<file path="src/rtl/ram_1p_march_tester.sv">
// Three-pass march BIST for the single-port word SRAM: write P, read P / write ~P, read ~P.
// Reports pass/fail, a saturating error count and the byte address of the first mismatch.
module ram_1p_march_tester #(
  parameter int unsigned Depth     = 128,
  parameter logic [31:0] BaseAddr  = 32'h0,
  parameter int unsigned ErrCountW = 16
) (
  input  logic                 clk_i,
  input  logic                 rst_ni,
  input  logic                 start_i,
  input  logic [31:0]          seed_i,
  output logic                 busy_o,
  output logic                 done_o,
  output logic                 pass_o,
  output logic [ErrCountW-1:0] err_count_o,
  output logic [31:0]          err_addr_o,
  output logic                 req_o,
  output logic                 we_o,
  output logic [3:0]           be_o,
  output logic [31:0]          addr_o,
  output logic [31:0]          wdata_o,
  input  logic                 rvalid_i,
  input  logic [31:0]          rdata_i
);

  localparam int unsigned     IdxW    = $clog2(Depth);
  localparam logic [IdxW-1:0] LastIdx = IdxW'(Depth - 1);
  localparam logic [31:0]     Golden  = 32'h9E3779B9;

  typedef enum logic [2:0] {
    ST_IDLE, ST_WRITE, ST_RDWR, ST_READ, ST_DRAIN, ST_DONE
  } state_e;

  state_e              state_q, state_d;
  logic [IdxW-1:0]     idx_q, idx_d;
  logic [31:0]         seed_q, seed_d, pat_d;
  logic                accept, err;
  logic                chk_pend_q;
  logic [31:0]         chk_exp_q, chk_addr_q;
  logic [ErrCountW-1:0] err_cnt_d;
  logic [31:0]         err_addr_d;

  assign be_o = 4'hF;

  always_comb begin
    state_d    = state_q;
    idx_d      = idx_q;
    seed_d     = seed_q;
    accept     = 1'b0;
    case (state_q)
      ST_IDLE: begin
        if (start_i) begin
          accept  = 1'b1;
          seed_d  = seed_i;
          idx_d   = '0;
          state_d = ST_WRITE;
        end
      end
      ST_WRITE: begin
        if (idx_q == LastIdx) begin
          idx_d   = '0;
          state_d = ST_RDWR;
        end else begin
          idx_d = idx_q + 1'b1;
        end
      end
      ST_RDWR: begin
        if (idx_q == LastIdx) begin
          idx_d   = '0;
          state_d = ST_READ;
        end else begin
          idx_d = idx_q + 1'b1;
        end
      end
      ST_READ: begin
        if (idx_q == LastIdx) begin
          idx_d   = '0;
          state_d = ST_DRAIN;
        end else begin
          idx_d = idx_q + 1'b1;
        end
      end
      ST_DRAIN: state_d = ST_DONE;
      ST_DONE:  state_d = ST_IDLE;
      default:  state_d = ST_IDLE;
    endcase

    // Outputs are registered from next-cycle values so they line up with state_q.
    pat_d = seed_d ^ (32'(idx_d) * Golden);

    err        = chk_pend_q && (!rvalid_i || (rdata_i != chk_exp_q));
    err_cnt_d  = err_count_o;
    err_addr_d = err_addr_o;
    if (accept) begin
      err_cnt_d  = '0;
      err_addr_d = '0;
    end else if (err) begin
      if (err_count_o != '1) err_cnt_d = err_count_o + 1'b1;
      if (err_count_o == '0) err_addr_d = chk_addr_q;
    end
  end

  always_ff @(posedge clk_i or negedge rst_ni) begin
    if (!rst_ni) begin
      state_q     <= ST_IDLE;
      idx_q       <= '0;
      seed_q      <= '0;
      req_o       <= 1'b0;
      we_o        <= 1'b0;
      addr_o      <= BaseAddr;
      wdata_o     <= '0;
      busy_o      <= 1'b0;
      done_o      <= 1'b0;
      pass_o      <= 1'b0;
      err_count_o <= '0;
      err_addr_o  <= '0;
      chk_pend_q  <= 1'b0;
      chk_exp_q   <= '0;
      chk_addr_q  <= '0;
    end else begin
      state_q     <= state_d;
      idx_q       <= idx_d;
      seed_q      <= seed_d;
      req_o       <= state_d inside {ST_WRITE, ST_RDWR, ST_READ};
      we_o        <= state_d inside {ST_WRITE, ST_RDWR};
      addr_o      <= BaseAddr + 32'({idx_d, 2'b00});
      wdata_o     <= (state_d == ST_WRITE) ? pat_d :
                     (state_d inside {ST_RDWR, ST_READ}) ? ~pat_d : '0;
      busy_o      <= state_d inside {ST_WRITE, ST_RDWR, ST_READ, ST_DRAIN};
      done_o      <= (state_d == ST_DONE);
      if (accept) pass_o <= 1'b0;
      else if (state_d == ST_DONE) pass_o <= (err_cnt_d == '0);
      err_count_o <= err_cnt_d;
      err_addr_o  <= err_addr_d;
      // wdata_o holds ~P(idx) in both RDWR and READ; RDWR expects the old word P(idx).
      chk_pend_q  <= state_q inside {ST_RDWR, ST_READ};
      chk_exp_q   <= (state_q == ST_RDWR) ? ~wdata_o : wdata_o;
      chk_addr_q  <= addr_o;
    end
  end

endmodule
</file>
<file path="config.mk">
export PLATFORM = sky130hd
export DESIGN_NAME = ram_1p_march_tester
export DESIGN_NICKNAME = d
export VERILOG_FILES = /design/src/rtl/ram_1p_march_tester.sv
export SDC_FILE = /design/constraint.sdc
export NUM_CORES = 1
export LEC_CHECK = 0
export BUFFER_PORTS_ARGS = -buffer_cell sky130_fd_sc_hd__buf_2
export CELL_PAD_IN_SITES_DETAIL_PLACEMENT = 1
export CELL_PAD_IN_SITES_GLOBAL_PLACEMENT = 2
export CORE_ASPECT_RATIO = 1.5
export CORE_MARGIN = 3
export CORE_UTILIZATION = 26
export DETAILED_ROUTE_END_ITERATION = 12
export PLACE_DENSITY = 0.69
export SYNTH_ARGS = -nofsm -noshare
export SYNTH_HDL_FRONTEND = slang
export SYNTH_SLANG_ARGS = --single-unit
export TNS_END_PERCENT = 100
</file>
<file path="constraint.sdc">
create_clock -name clk_i -period 8.5 [get_ports clk_i]
set_input_delay 1.7 -clock clk_i [delete_from_list [all_inputs] [get_ports clk_i]]
set_output_delay 1.7 -clock clk_i [all_outputs]
set_load 0.005 [all_outputs]
</file>
==> Implementation_results.wiki <==
{| class="wikitable"
! Metric !! Value
|-
| Result of the run || finished clean
|-
| Sequential-to-total area share from yosys stat || 0.361
|-
| Number of warnings reported in the yosys synthesis log || 0
|-
| Pin count of the biggest net entering global routing || 75
|-
| Leading cell types by total area after synthesis || sky130_fd_sc_hd__dfrtp_1, sky130_fd_sc_hd__ha_1, sky130_fd_sc_hd__fa_1, sky130_fd_sc_hd__nand2_1, sky130_fd_sc_hd__xnor2_1
|-
| Leading cell type in the layout, fill and taps excluded || sky130_fd_sc_hd__dfrtp_1
|-
| Count of standard-cell rows || 86
|-
| Remaining number of nets flagged by the antenna check after routing || 0
|-
| Pre-antenna DRT Iters || 4
|-
| Most frequently used flop master after synthesis || sky130_fd_sc_hd__dfrtp_1
|-
| Num ports || between 150 and 200
|-
| Std-Cell Core Area || 37,000 sq um
|-
| Period utilization || 0.861
|-
| Share of cells above drive strength 1 || 0.173
|-
| Overall die width || 165 um
|-
| Leading area contributor after synthesis || sky130_fd_sc_hd__dfrtp_1
|-
| R2R depth || 21
|-
| Total Negative Setup Slacks || 0 ns
|-
| Worst VDD drop || approximately 0.13 mV
|-
| Setup repair after global routing missed its margin || no
|-
| Worst slew slack as a fraction of its limit || 0.369
|-
| Total number of vias || about 6.8k
|-
| Skew-Pair Late Insertion Delay || about 0.44 ns
|-
| H-tree lvl count || 4
|-
| Leakage power || roughly 0.0059 uW
|-
| RD Place Congestion || approximately 0.80
|-
| Total count of max-transition violations in the final report || 0
|-
| Initial antenna violation count || 1
|-
| Post-CTS sizing || 0
|-
| Kind of critical path || input pin to register
|-
| Class of the tightest hold or removal check || register to register
|-
| Most frequent cells in the layout || sky130_fd_sc_hd__dfrtp_1, sky130_fd_sc_hd__buf_2, sky130_fd_sc_hd__nand2_1, sky130_fd_sc_hd__inv_1, sky130_fd_sc_hd__ha_1
|-
| Detailed placement HPWL || roughly 22,000 um
|-
| CP Cell Sequence || buf_2 -> nor3_1 -> or2_2 -> o21ai_0 -> o31ai_1 -> inv_1 -> fa_1 -> inv_1 -> fa_1 -> fa_1 -> inv_1 -> fa_1 -> inv_1 -> ha_1 -> and3_1 -> a221oi_1 -> o221ai_1 -> a21oi_1 -> o21ai_1 -> a31o_2 -> a21oi_1 -> xnor3_1 -> mux2i_1
|-
| Pwr dens || 152 nW/um^2
|-
| Count of mapped cells out of synthesis || 954
|-
| Final #Nets || approximately 1.3k
|-
| Critical-path cell with the highest stage delay || sky130_fd_sc_hd__fa_1
|-
| Relative area change from synthesis to final layout || 16.7%
|-
| Synth unique cells || 60
|-
| Cell chosen for the clock root || sky130_fd_sc_hd__clkbuf_16
|-
| Initial standard-cell utilization of the core || 0.266
|-
| Cell total after placement || 1,553
|-
| Number of buffers inserted to repair setup after CTS || 0
|-
| Synth async-reset ratio || 1.00
|-
| Count of state elements after synthesis || 142
|-
| Deepest clock path buffer count || 2
|-
| Final-report hold violation count || 0
|-
| Vias in the first global route || approximately 7.5k
|-
| Largest stage delay, worst path || 0.65 ns
|-
| Arrival time of the worst setup path || between 7 and 8 ns
|-
| Number of enable-type register cells in the synthesized netlist || 0
|-
| Timing-limited maximum frequency || roughly 140 MHz
|-
| DRC Markers || 0
|-
| Full die area || between 40,000 and 50,000 sq um
|-
| Die Height || 244 um
|-
| Leftover overflow at the end of global routing || 0
|-
| Netlist area before placement || 9840 sq um
|-
| Wirelength per Cell || approximately 17 um
|-
| Violation count after the first detailed-routing iteration || approximately 210
|-
| Critical Path End Type || register
|-
| Critical path required time || between 8 and 9 ns
|-
| Number of non-filler instances in the completed layout || ~1.6k
|-
| Count of antenna diodes in the layout || 0
|-
| Clock input transition at the sequential cells of the worst setup and hold paths || approximately 0.060 ns
|-
| WHS Path Cells || 1
|-
| Clock buffer count from CTS || 17
|-
| Proportion of netlist area held by the largest area contributor || 0.361
|-
| Post-Syn Area per Cell || roughly 10 sq um
|-
| Max-cap check violation count || 0
|-
| Number of clock sinks seen by CTS || roughly 140
|-
| Worst clock skew on the final layout || around 0.016 ns
|-
| TritonCTS clock tree || yes
|-
| Count of hold-fix buffers inserted at cts || 0
|-
| Clock period minus worst slack || between 7 and 8 ns
|-
| Routed Wire Length || around 27,000 um
|-
| Overall track demand over capacity in global routing || 0.139
|-
| Crit-path max FO || 6
|-
| Number of port buffers || between 100 and 150
|-
| Element type at the critical path start || input pin
|-
| Global-route wire length before repair || 43,000 um
|-
| Number of setup violations in the final report || 0
|-
| Worst-margin pin slew || 0.946 ns
|-
| Via-to-Cell Ratio || 4.28
|}
through the flow:
stage	hold slack [ns]	setup WS (ns)	util	cell area (sq um)	power [uW]
after floorplan	0.421	1.43	-	10000	920
after CTS	0.460	1.18	0.310	11500	1770
final	0.455	1.18	0.310	11500	1740
after global routing	0.473	0.705	0.310	11500	1830
after detailed placement	0.456	0.726	0.294	10900	1000
after global placement	0.446	0.864	0.294	10900	1000
critical path: cells and delay by family:
kind,cells,cell delay (ns)
AO/OA/AOI/OAI,8,1.91
XOR/XNOR,1,0.25
adder cells (fa/ha/maj),5,2.51
buffers and inverters,5,0.55
multiplexers,1,0.13
AND/OR/NAND/NOR,3,0.57
layer usage:
metal | share of wire | wire length [um] | up-vias | global-route usage
li1 | - | - | 3289 | -
met1 | 0.39 | 10600 | 3309 | 0.159
met2 | 0.55 | 15100 | 146 | 0.264
met3 | 0.040 | 1110 | 26 | 0.0203
met4 | 0.018 | 494 | 2 | 0.0410
met5 | 0.00044 | 12 | - | 0
power by group:
| group | switching [uW] | internal, uW |
|---|---|---|
| Sequential | 50.1 | 721 |
| Clock | 296 | 462 |
| Combinational | 109 | 106 |
flip-flops by register name, summed over array words and instances, names as in the netlist, 3 cells and up:
| register | flops |
|---|---|
| err_count_o | 16 |
| seed_q | 32 |
| chk_exp_q | 32 |
| wdata_o | 32 |
| state_q | 3 |
| err_addr_o | 7 |
| addr_o | 7 |
| chk_addr_q | 7 |
cells in the mapped netlist (4+ instances only):
library cell / instances
sky130_fd_sc_hd__a21o_1: 20
sky130_fd_sc_hd__a21oi_1: 22
sky130_fd_sc_hd__a221oi_1: 4
sky130_fd_sc_hd__and3_1: 14
sky130_fd_sc_hd__buf_4: 56
sky130_fd_sc_hd__clkbuf_1: 20
sky130_fd_sc_hd__dfrtp_1: 142
sky130_fd_sc_hd__fa_1: 41
sky130_fd_sc_hd__ha_1: 74
sky130_fd_sc_hd__inv_1: 92
sky130_fd_sc_hd__mux2i_1: 44
sky130_fd_sc_hd__nand2_1: 131
sky130_fd_sc_hd__nand2b_1: 6
sky130_fd_sc_hd__nand3_1: 10
sky130_fd_sc_hd__nand4_1: 15
sky130_fd_sc_hd__nor2_1: 42
sky130_fd_sc_hd__nor2b_1: 4
sky130_fd_sc_hd__nor3_1: 8
sky130_fd_sc_hd__nor4_1: 7
sky130_fd_sc_hd__o21ai_0: 20
sky130_fd_sc_hd__o21bai_1: 5
sky130_fd_sc_hd__or2_2: 6
sky130_fd_sc_hd__xnor2_1: 56
sky130_fd_sc_hd__xnor3_1: 18
sky130_fd_sc_hd__xor2_1: 45
worst paths after layout:
kind,start,endpoint,slack (ns)
min,wdata_o[12],chk_exp_q[12],0.45
min reg2reg,wdata_o[12],chk_exp_q[12],0.45
max,start_i,wdata_o[30],1.18
min in group asynchronous,rst_ni,err_count_o[11],1.28
max in group asynchronous,rst_ni,wdata_o[19],5.80
max reg2reg,state_q[1],wdata_o[30],1.42
layout make-up:
| cell class | instances | area, sq um |
|---|---|---|
| clock inverter | 12 | 163 |
| sequential | 142 | 3550 |
| tap | 484 | 606 |
| fill | 4294 | 25500 |
| multi-input combinational | 692 | 5630 |
| inverter | 92 | 345 |
| timing repair buffer | 143 | 744 |
| clock buffer | 19 | 433 |
kinds of logic after synthesis:
group / synth area share
other: 0.000764
and+or+nand+nor: 0.126
adders and majority gates: 0.178
buffers and inverters: 0.0873
AOI/OAI and AO/OA: 0.0616
DFF: 0.361
muxes: 0.0471
xor gates and xnor gates: 0.138
No activity file was read; power rests on OpenSTA's default activity.
